<file path="config.mk">
export PLATFORM = sky130hd
export DESIGN_NAME = mic1_exec_ctrl
export DESIGN_NICKNAME = d
export VERILOG_FILES = /design/src/rtl/mic1_exec_ctrl.sv
export SDC_FILE = /design/constraint.sdc
export NUM_CORES = 1
export LEC_CHECK = 0
export CAP_MARGIN = 10
export CELL_PAD_IN_SITES_DETAIL_PLACEMENT = 0
export CELL_PAD_IN_SITES_GLOBAL_PLACEMENT = 1
export CORE_AREA = 2 2 78 80
export CTS_BUF_LIST = sky130_fd_sc_hd__clkbuf_16
export DETAILED_ROUTE_END_ITERATION = 8
export DIE_AREA = 0 0 80 82
export GPL_TIMING_DRIVEN = 0
export PLACE_DENSITY_LB_ADDON = 0.1
export SYNTH_ARGS = -nofsm -noshare
export SYNTH_HDL_FRONTEND = slang
export SYNTH_SLANG_ARGS = --single-unit
</file>
<file path="constraint.sdc">
create_clock -name clk -period 2.95 [get_ports clk]
set_clock_uncertainty 0.2 [all_clocks]
set_input_delay 0.4425 -clock clk [delete_from_list [all_inputs] [get_ports clk]]
set_output_delay 0.4425 -clock clk [all_outputs]
set_load 0.02 [all_outputs]
</file>
<file path="src/rtl/mic1_exec_ctrl.sv">
// Execution sequencer for the MIC-1 datapath.
// Turns run/step/halt command pulses into per-subcycle phase enables. Supports
// free-run, single-step, MPC breakpoint, microcode halt and memory-wait stalls.
//
// Ports:
//   clk, reset                 clock, asynchronous active-high reset
//   cmd_run/cmd_step/cmd_halt  1-clk command pulses from the front panel
//   mem_wait                   stalls the last phase while the memory is busy
//   dp_halt                    microcode halt request, sampled at completion
//   mpc, bp_en, bp_addr        breakpoint compare inputs
//   phase_en, phase_idx        subcycle enable pulse and its index
//   uinstr_done                pulses with the phase_en of the last phase
//   uinstr_count               completed microinstructions (wrapping)
//   led_run_status, led_idle   status LEDs
//   bp_hit, halted             sticky stop-cause flags
module mic1_exec_ctrl #(
    parameter int unsigned PHASES   = 4,
    parameter int unsigned MPC_W    = 9,
    parameter int unsigned DIV_W    = 16,
    parameter int unsigned RATE_DIV = 1,
    parameter int unsigned CNT_W    = 16,
    localparam int unsigned IDX_W   = (PHASES > 1) ? $clog2(PHASES) : 1
) (
    input  logic             clk,
    input  logic             reset,
    input  logic             cmd_run,
    input  logic             cmd_step,
    input  logic             cmd_halt,
    input  logic             mem_wait,
    input  logic             dp_halt,
    input  logic [MPC_W-1:0] mpc,
    input  logic             bp_en,
    input  logic [MPC_W-1:0] bp_addr,
    output logic             phase_en,
    output logic [IDX_W-1:0] phase_idx,
    output logic             uinstr_done,
    output logic [CNT_W-1:0] uinstr_count,
    output logic             led_run_status,
    output logic             led_idle,
    output logic             bp_hit,
    output logic             halted
);

    localparam logic [DIV_W-1:0] PSC_LAST = DIV_W'(RATE_DIV - 1);
    localparam logic [IDX_W-1:0] IDX_LAST = IDX_W'(PHASES - 1);

    typedef enum logic [1:0] {
        S_IDLE  = 2'd0,
        S_RUN   = 2'd1,
        S_STEP  = 2'd2,
        S_DRAIN = 2'd3
    } state_t;

    state_t           state;
    state_t           state_nx;
    logic [DIV_W-1:0] psc;
    logic [DIV_W-1:0] psc_nx;
    logic [IDX_W-1:0] idx_nx;
    logic             phase_en_nx;
    logic             done_nx;
    logic [CNT_W-1:0] count_nx;
    logic             bp_hit_nx;
    logic             halted_nx;
    logic             tick;
    logic             bp_match;
    logic             stop_req;

    // State, prescaler and all registered outputs
    always_ff @(posedge clk or posedge reset) begin
        if (reset) begin
            state          <= S_IDLE;
            psc            <= '0;
            phase_idx      <= '0;
            phase_en       <= 1'b0;
            uinstr_done    <= 1'b0;
            uinstr_count   <= '0;
            led_run_status <= 1'b0;
            led_idle       <= 1'b1;
            bp_hit         <= 1'b0;
            halted         <= 1'b0;
        end else begin
            state          <= state_nx;
            psc            <= psc_nx;
            phase_idx      <= idx_nx;
            phase_en       <= phase_en_nx;
            uinstr_done    <= done_nx;
            uinstr_count   <= count_nx;
            led_run_status <= (state_nx == S_RUN);
            led_idle       <= (state_nx == S_IDLE);
            bp_hit         <= bp_hit_nx;
            halted         <= halted_nx;
        end
    end

    // Next-state, flag and phase sequencing logic.
    // uinstr_done (registered) marks the completion cycle, so stop decisions are
    // taken at the edge that closes the last phase.
    always_comb begin
        state_nx    = state;
        bp_hit_nx   = bp_hit;
        halted_nx   = halted;
        psc_nx      = '0;
        idx_nx      = phase_idx;
        phase_en_nx = 1'b0;
        done_nx     = 1'b0;
        count_nx    = uinstr_count;

        bp_match = bp_en && (mpc == bp_addr);
        stop_req = cmd_halt || cmd_step;
        tick     = (state != S_IDLE) && (psc == PSC_LAST);

        // Stop-cause flags: microcode halt outranks the breakpoint
        if ((state != S_IDLE) && uinstr_done) begin
            if (dp_halt) begin
                halted_nx = 1'b1;
            end else if (bp_match) begin
                bp_hit_nx = 1'b1;
            end
        end

        case (state)
            S_IDLE: begin
                if (cmd_halt) begin
                    state_nx = S_IDLE;
                end else if (cmd_step) begin
                    state_nx  = S_STEP;
                    bp_hit_nx = 1'b0;
                    halted_nx = 1'b0;
                end else if (cmd_run) begin
                    state_nx  = S_RUN;
                    bp_hit_nx = 1'b0;
                    halted_nx = 1'b0;
                end
            end
            S_RUN: begin
                if (uinstr_done) begin
                    if (dp_halt || bp_match || stop_req) begin
                        state_nx = S_IDLE;
                    end
                end else if (stop_req) begin
                    state_nx = S_DRAIN;
                end
            end
            S_STEP, S_DRAIN: begin
                if (uinstr_done) begin
                    state_nx = S_IDLE;
                end
            end
            default: state_nx = S_IDLE;
        endcase

        // Prescaler restarts on entry and is parked at zero in IDLE
        if ((state != S_IDLE) && (state_nx != S_IDLE) && !tick) begin
            psc_nx = psc + DIV_W'(1);
        end

        if (phase_en) begin
            idx_nx = (phase_idx == IDX_LAST) ? '0 : phase_idx + IDX_W'(1);
        end

        // A tick on a stalled last phase is dropped; the prescaler keeps going
        phase_en_nx = tick && (state_nx != S_IDLE) &&
                      !(mem_wait && (idx_nx == IDX_LAST));
        done_nx     = phase_en_nx && (idx_nx == IDX_LAST);

        if (uinstr_done) begin
            count_nx = uinstr_count + CNT_W'(1);
        end
    end

endmodule
</file>
==> impl_metrics.tcl <==
set metrics [dict create \
    multi_input_area_um2 1010 \
    viasPerCell 5.00 \
    grt_pass1_vias 1606 \
    io_buffers 49 \
    gp_congestion 0.764 \
    p_per_area_nw_per_um2 679 \
    final_layout_size_suffix_gt1_frac 0.0808 \
    cts_resized 0 \
    cp.required_ns 2.89 \
    cp-endpoint "psc[12]" \
    dpl.cell_count 327 \
    synthCells 202 \
    maxCapViolCount 0 \
    die_h_um 82 \
    io_pins 50 \
    endpoint_kind "flop" \
    synth_fp_nets 232 \
    grt_max_degree 34 \
    yosysWarnings 0 \
    core-area_um2 5750 \
    post_cts_buffers 0 \
    grt_usage 0.148 \
    nNetsFinal 289 \
    layout_commonest_cell "clkdlybuf4s50_1" \
    antenna_cells 0 \
    clock-sinks 42 \
    ys_types 38 \
    r2r_cells 4 \
    reg2reg_from "state[1]" \
    syn_area_um2 2130 \
    worst_pin_slew_ns 0.667 \
    grt_overflow_total 0 \
    initial_core_util 0.372 \
    setup_viol 0 \
    setup_tns_ns 0 \
    holdCritPathClass "in2async" \
    finalInstanceArea_um2 2930 \
    ant_nets 0 \
    drt_wl_total_mm 4.37 \
    post-route-drc-count 0 \
    cellLeakagePower_nw 1.16 \
    cts_root_buf "clkbuf_16" \
    slew-limit-headroom 0.555 \
    period_needed_ns 2.61 \
    htree_num_levels 2 \
    reg2reg_setup_slack_ns 0.57 \
    place_area_um2 2740 \
    numCtsBuffers 5 \
    cp-start-kind "primary input" \
    cts.clk_slew.worst_paths_ns 0.06 \
    critPathLaunch "cmd_halt" \
    clk_path_buf_depth 2 \
    holdWs_ns 0.202 \
    firstDrtPassIters 4 \
    dpl.hpwl_mm 3.23 \
    final_cell_mix "clkdlybuf4s50_1, dfrtp_1, xnor2_1" \
    die_area_um2 6560 \
    clk_latency_ns 0.27 \
    stdcell_count 335 \
    first_iter_violations 35 \
    vias 1674 \
    status "finished clean" \
    rsz0062_at_grt "no" \
    synth-seq-cells 42 \
    maxSlewViolCount 0 \
    cts_hold_buf 0 \
    num_rows 28 \
    post-route-period-util 0.884 \
    r2r_end "psc[12]" \
    worstSetupPathType "in2reg" \
    die_w_um 80 \
    crit_fanout 10 \
    grt_first_pass_wirelength_mm 7.50 \
    totalPowerFinal_mw 1.99 \
    nFillCells 558 \
    cts_tree "done" \
    critical_path_arrival_ns 2.55 \
    routedWlPerCell_um 13.0 \
    synth_seq_area_share 0.493 \
    syn_to_final_growth_pct 37.2 \
    seq_area_um2 1050 \
    vdd_drop_max_mv 0.306 \
    antenna_found_initial 0 \
    synth.avg_cell_area_um2 10.6 \
    fmax_ghz 0.384 \
    hold_violations 0 \
]
flip-flops by register name, summed over array words and instances (netlist names):
register,count
psc,16
state,2
bp_hit,1
uinstr_count,16
phase_en,1
halted,1
led_run_status,1
led_idle,1
uinstr_done,1
phase_idx,2
synthesized netlist by cell type:
| cell | count | area [um^2] |
|---|---|---|
| inv_1 | 8 | 30.0 |
| o21ai_0 | 4 | 20.0 |
| nand3_1 | 10 | 50.1 |
| a21o_2 | 1 | 8.76 |
| a2111oi_0 | 2 | 17.5 |
| mux2_2 | 3 | 33.8 |
| clkbuf_8 | 2 | 27.5 |
| a21o_1 | 1 | 7.51 |
| o31ai_1 | 1 | 7.51 |
| buf_6 | 1 | 11.3 |
| nor4_1 | 7 | 43.8 |
| clkbuf_1 | 1 | 3.75 |
| o221ai_1 | 1 | 8.76 |
| nor2_1 | 13 | 48.8 |
| o22a_1 | 1 | 8.76 |
| and3_1 | 2 | 12.5 |
| o211ai_1 | 1 | 7.51 |
| a2111oi_4 | 1 | 27.5 |
| nor4b_1 | 1 | 8.76 |
| a31o_2 | 2 | 17.5 |
| a32o_1 | 1 | 10.0 |
| dfrtp_1 | 41 | 1030 |
| nand2_1 | 13 | 48.8 |
| dfstp_2 | 1 | 26.3 |
| o22ai_1 | 2 | 12.5 |
| or4_4 | 1 | 11.3 |
| or3_1 | 1 | 6.26 |
| nand4_1 | 11 | 68.8 |
| xnor2_1 | 27 | 236 |
| ha_1 | 4 | 50.1 |
| nand2b_1 | 1 | 6.26 |
| a21oi_1 | 1 | 5.00 |
| nor3_1 | 19 | 95.1 |
| xor2_1 | 8 | 70.1 |
| a211oi_1 | 3 | 22.5 |
| nor3b_1 | 2 | 15.0 |
| nor2b_1 | 2 | 12.5 |
| o211a_1 | 1 | 10.0 |
routing by layer:
metal / track usage / up-vias / routed length, um
li1: - / 841 / -
met1: 0.195 / 788 / 2030
met2: 0.246 / 41 / 2100
met3: 0.0319 / 4 / 193
met4: 0.0407 / 0 / 43
met5: 0 / - / 0
where the power goes:
group / total, mW / switching [mW] / internal (mW)
clock network: 0.693 / 0.211 / 0.482
logic: 0.556 / 0.270 / 0.286
registers: 0.741 / 0.0806 / 0.660
total: 1.99 / 0.561 / 1.43
cell families after synthesis:
family                     share of synthesized area
and+or+nand+nor                                0.200
adders and majority gates                     0.0234
muxes                                         0.0158
buffers and inverters                         0.0340
DFF                                            0.493
xor gates and xnor gates                       0.144
AOI/OAI and AO/OA                             0.0897
worst min path at each step:
stage | start | to | slack, ns | cells after the start
final | reset | uinstr_count[15] | 0.20 | 2
after CTS | reset | uinstr_count[15] | 0.21 | 2
after global routing | reset | uinstr_count[15] | 0.23 | 2
after floorplan | psc[0] | psc[0] | 0.30 | 1
after detailed placement | uinstr_count[15] | uinstr_count[15] | 0.27 | 1
after global placement | uinstr_count[15] | uinstr_count[15] | 0.26 | 1
stage by stage:
stage	setup WS, ns	util
4_1_cts	0.331	0.510
5_1_grt	0.196	0.510
3_5_place_dp	0.0471	0.477
3_3_place_gp	0.0380	0.473
2_1_floorplan	0.819	-
6_report	0.343	0.510
critical path: stages:
cell and delay (ns):
clkdlybuf4s50_1 0.57, nor2b_1 0.10, or4_4 0.44, a2111oi_4 0.69
buf_6 0.24, nor3_1 0.07
area by class of cell:
cell class                 count  share of cell area
clock buffer                   5              0.0427
sequential                    42               0.359
multi-input combinational    148               0.345
tap                           75              0.0321
timing repair buffer          50               0.174
inverter                       8              0.0103
clock inverter                 3              0.0218
buffer                         4              0.0145
(Power assumes the default switching activity.)
==> patch 1, RTL diff (same flow settings) <==
Put one more register stage on the output `uinstr_count`. The value now appears one clock later. The other outputs are not delayed to match.
--- a/src/rtl/mic1_exec_ctrl.sv
+++ b/src/rtl/mic1_exec_ctrl.sv
@@ -51,6 +51,8 @@
         S_DRAIN = 2'd3
     } state_t;
 
+    logic [CNT_W-1:0] uinstr_count_s0;
+
     state_t           state;
     state_t           state_nx;
     logic [DIV_W-1:0] psc;
@@ -73,7 +75,7 @@
             phase_idx      <= '0;
             phase_en       <= 1'b0;
             uinstr_done    <= 1'b0;
-            uinstr_count   <= '0;
+            uinstr_count_s0 <= '0;
             led_run_status <= 1'b0;
             led_idle       <= 1'b1;
             bp_hit         <= 1'b0;
@@ -84,7 +86,7 @@
             phase_idx      <= idx_nx;
             phase_en       <= phase_en_nx;
             uinstr_done    <= done_nx;
-            uinstr_count   <= count_nx;
+            uinstr_count_s0 <= count_nx;
             led_run_status <= (state_nx == S_RUN);
             led_idle       <= (state_nx == S_IDLE);
             bp_hit         <= bp_hit_nx;
@@ -103,7 +105,7 @@
         idx_nx      = phase_idx;
         phase_en_nx = 1'b0;
         done_nx     = 1'b0;
-        count_nx    = uinstr_count;
+        count_nx    = uinstr_count_s0;
 
         bp_match = bp_en && (mpc == bp_addr);
         stop_req = cmd_halt || cmd_step;
@@ -164,8 +166,12 @@
         done_nx     = phase_en_nx && (idx_nx == IDX_LAST);
 
         if (uinstr_done) begin
-            count_nx = uinstr_count + CNT_W'(1);
+            count_nx = uinstr_count_s0 + CNT_W'(1);
         end
     end
 
+    always_ff @(posedge clk) begin
+        uinstr_count <= uinstr_count_s0;
+    end
+
 endmodule
Behaviour: not the same (a bounded check fails within 10 cycles, from zero or initial values and one cycle with reset high).
==> patch 1 against the original RTL <==
Non-clock buffer count rose by 2. Critical endpoint is now uinstr_done. First-iteration DRC count grew 97%. Fmax grew 16%. Sequential cell count up 16. Total power rose by 30%. Synthesized area grew 14%. Setup slack better by 0.37 ns. Design area increased by 14%. Routed wire length up 5.8%. Sequential power increased by 35%.
==> patch 1: results <==
INSERT INTO impl_metrics (metric_group, metric, value, unit) VALUES
('routing', 'overall_routed_net_length', '4620', 'microns'),
('cells_and_area', 'post_layout_nonfiller_instances', '357', ''),
('setup_path', 'timing.critical_path.slowest_stage_cell', 'sky130_fd_sc_hd__or4_1', ''),
('setup_path', 'cpLargestDelayFamily', 'simple AND/OR/NAND/NOR gates', ''),
('cells_and_area', 'sh_seq_area', '41.1', '%'),
('setup_path', 'crit_path_max_fanout', '9', ''),
('placement', 'place.gp.congestion', '0.844', ''),
('logic_synthesis', 'synthTopCellsByCount', 'sky130_fd_sc_hd__dfrtp_1 (41), sky130_fd_sc_hd__xnor2_1 (31), sky130_fd_sc_hd__nor3_1 (21)', ''),
('outcome', 'run_status', 'completed', ''),
('cells_and_area', 'largestRegisters', 'psc (16), uinstr_count (16), uinstr_count_s0 (16)', ''),
('global_routing', 'first_global_vias', '1677', ''),
('routing', 'dr_wl_met3', '165', 'microns'),
('cells_and_area', 'num-nets-final', '307', ''),
('routing', 'drtIter0Drc', '69', ''),
('logic_synthesis', 'yosys-top-cells-area', 'sky130_fd_sc_hd__dfrtp_1 (42%), sky130_fd_sc_hd__dfxtp_1 (13%), sky130_fd_sc_hd__xnor2_1 (11%), sky130_fd_sc_hd__nor3_1 (4.3%), sky130_fd_sc_hd__nand4_1 (3.3%)', ''),
('timing', 'holdWs', '0.190', 'ns'),
('cells_and_area', 'number_of_fill_cells_in_the_layout', '499', ''),
('clock_tree', 'cts_sink_cnt', '58', ''),
('setup_path', 'worst_path_largest_cell_delay', '0.53', 'ns'),
('cells_and_area', 'clkbuf_count', '9', '');
[patch 1: cell types whose count changed after synthesis, moves of 3 or more]
| cell | delta |
|---|---|
| sky130_fd_sc_hd__o21ai_0 | -3 |
| sky130_fd_sc_hd__xnor2_1 | +4 |
| sky130_fd_sc_hd__dfxtp_1 | +16 |
| sky130_fd_sc_hd__nor2_1 | -3 |
| sky130_fd_sc_hd__nand2_1 | -3 |
| sky130_fd_sc_hd__and4_1 | +3 |
[patch 1: power groups by stage]
stage | combinational [mW] | sequential [mW] | clock [mW]
floorplan | 0.278 | 1.08 | 0
global placement | 0.579 | 1.01 | 0
detailed placement | 0.586 | 1.01 | 0
CTS | 0.587 | 0.998 | 1.03
global route | 0.642 | 1.02 | 1.07
finish | 0.579 | 0.997 | 1.01
[patch 1: stage by stage]
stage | area (sq um) | setup WS (ns)
floorplan | 2440 | 0.971
global placement | 3020 | 0.350
detailed placement | 3040 | 0.375
CTS | 3340 | 0.705
global route | 3340 | 0.485
finish | 3340 | 0.709
[patch 1: logic make-up (layout without fill, tap and decap cells)]
logic type | Yosys count | count (layout) | synth area share [%]
and+or+nand+nor | 86 | 86 | 19.7
DFF | 58 | 58 | 56.3
AOI/OAI and AO/OA | 13 | 13 | 4.15
xor gates and xnor gates | 38 | 38 | 13.6
adders and majority gates | 4 | 4 | 2.05
muxes | 3 | 3 | 1.38
buffers and inverters | 14 | 80 | 2.82
[patch 1: final timing paths]
| check | from | endpoint | depth (start not counted) |
|---|---|---|---|
| min | uinstr_count_s0[15] | uinstr_count[15] | 0 |
| max | cmd_halt | uinstr_done | 5 |
| max in group asynchronous | reset | led_idle | 3 |
| min reg2reg | uinstr_count_s0[15] | uinstr_count[15] | 0 |
| min in group asynchronous | reset | uinstr_count_s0[15] | 2 |
| max reg2reg | state[1] | psc[14] | 6 |
==> patch 2, RTL diff (same flow settings) <==
Made on the original files. The parameter `DIV_W` goes from 16 to 32.
--- a/src/rtl/mic1_exec_ctrl.sv
+++ b/src/rtl/mic1_exec_ctrl.sv
@@ -16,7 +16,7 @@
 module mic1_exec_ctrl #(
     parameter int unsigned PHASES   = 4,
     parameter int unsigned MPC_W    = 9,
-    parameter int unsigned DIV_W    = 16,
+    parameter int unsigned DIV_W    = 32,
     parameter int unsigned RATE_DIV = 1,
     parameter int unsigned CNT_W    = 16,
     localparam int unsigned IDX_W   = (PHASES > 1) ? $clog2(PHASES) : 1
Function: no difference found for any inputs over 10 cycles, from zero or initial values and one cycle with reset high; that may be too few to reach the edited logic, so the function may still have changed.
==> patch 2 against the original RTL <==
Total power rose by 39%. Setup slack improved by 0.40 ns. Synthesized area rose by 35%. Design area rose by 30%. Hold slack improved by 0.012 ns. Routed wire length rose by 35%. Register-to-register slack improved by 0.21 ns. Die area did not move. Sequential cell count rose by 16. Critical endpoint is now led_run_status. Largest cell class unchanged. Utilization rose by 15 points.
==> patch 2: results <==
INSERT INTO impl_metrics (metric_group, metric, value, unit) VALUES
('placement', 'place.gp.congestion', '0.750', ''),
('placement', 'dp_cells', '401', ''),
('cells_and_area', 'number_of_fill_cells_in_the_layout', '494', ''),
('power', 'max-vdd-ir-drop', '0.422', 'mV'),
('logic_synthesis', 'synth.lib_cells_used.distinct', '41', ''),
('global_routing', 'first_global_vias', '2190', ''),
('power', 'power.internal', '1.94', 'mW'),
('setup_path', 'worstRegToRegCells', '6', ''),
('logic_synthesis', 'synth.net_count', '306', ''),
('setup_path', 'worst-r2r-setup-slack', '0.78', 'ns'),
('outcome', 'run_status', 'completed', ''),
('timing', 'max_slew.worst_pin.slew', '0.699', 'ns'),
('cells_and_area', 'post_layout_nonfiller_instances', '417', ''),
('clock_tree', 'cts_htree_levels', '3', ''),
('logic_synthesis', 'synthTopCellsByCount', 'sky130_fd_sc_hd__dfrtp_1 (57), sky130_fd_sc_hd__nor2_1 (38), sky130_fd_sc_hd__xor2_1 (31)', ''),
('setup_path', 'crit_path_max_fanout', '2', ''),
('setup_path', 'timing.rr.end', 'psc[30]', ''),
('logic_synthesis', 'synthesis.area_per_instance', '10.4', 'sq um'),
('power', 'leakage', '1.63', 'nW'),
('routing', 'route.detailed.vias_per_inst', '5.36', '');
[patch 2: changes by cell type after synthesis, sizes merged, moves of 6 or more]
cell / unedited run / this run
xor2: 8 / 31
dfrtp: 41 / 57
nand3: 10 / 21
nor2: 13 / 38
and4: 0 / 6
and3: 2 / 9
xnor2: 27 / 20
nor3: 19 / 5
[patch 2: cell type report]
cell class	count	area share, %
inverters	7	0.690
repair buffers	50	13.4
flip-flops and latches	58	38.2
plain buffers	6	0.789
clock buffers	9	5.92
well taps	75	2.47
multi-input cells	205	36.1
clock inverters	7	2.47
[patch 2: power by group through the flow]
stage | registers [mW] | clock network (mW) | logic (mW)
floorplan | 1.05 | 0 | 0.350
global placement | 0.990 | 0 | 0.680
detailed placement | 0.993 | 0 | 0.696
CTS | 0.983 | 1.12 | 0.711
global route | 0.996 | 1.16 | 0.769
finish | 0.982 | 1.09 | 0.695
[patch 2: logic make-up (layout without fill, tap and decap cells)]
kind of cell	after synthesis	after routing	share of synthesized area, %
adder cells (fa/ha/maj)	4	4	1.74
AO/OA/AOI/OAI	19	19	4.34
XOR/XNOR	51	51	15.5
AND/OR/NAND/NOR	128	128	24.9
buffers and inverters	13	79	1.95
flip-flops	58	58	50.4
multiplexers	3	3	1.17
[patch 2: worst max-delay path by stage]
stage	from	endpoint	slack, ns
after floorplan	reset	bp_hit	0.88
after global placement	reset	psc[22]	-0.16
after detailed placement	bp_addr[7]	psc[8]	0.44
after CTS	bp_addr[7]	led_run_status	0.74
after global routing	psc[0]	psc[28]	0.57
final	bp_addr[7]	led_run_status	0.74
[patch 2: layer usage]
metal	GRT usage, %	routed length (microns)	up-vias
met5	0	0	-
met4	10.8	100	0
met3	4.07	235	10
met2	33.8	2940	44
met1	24.4	2610	1094
li1	-	-	1086
[patch 2: through the flow]
step	power, mW	util, %
global route	2.92	66.2
floorplan	1.40	-
global placement	1.67	60.3
finish	2.77	66.2
detailed placement	1.69	60.7
CTS	2.81	66.2
[patch 2: critical path: stages]
cell and delay (ns):
sky130_fd_sc_hd__clkdlybuf4s50_1 0.42, sky130_fd_sc_hd__xor2_1 0.16, sky130_fd_sc_hd__nor4_1 0.38, sky130_fd_sc_hd__nor4bb_1 0.49, sky130_fd_sc_hd__o22ai_1 0.19, sky130_fd_sc_hd__o21a_1 0.13
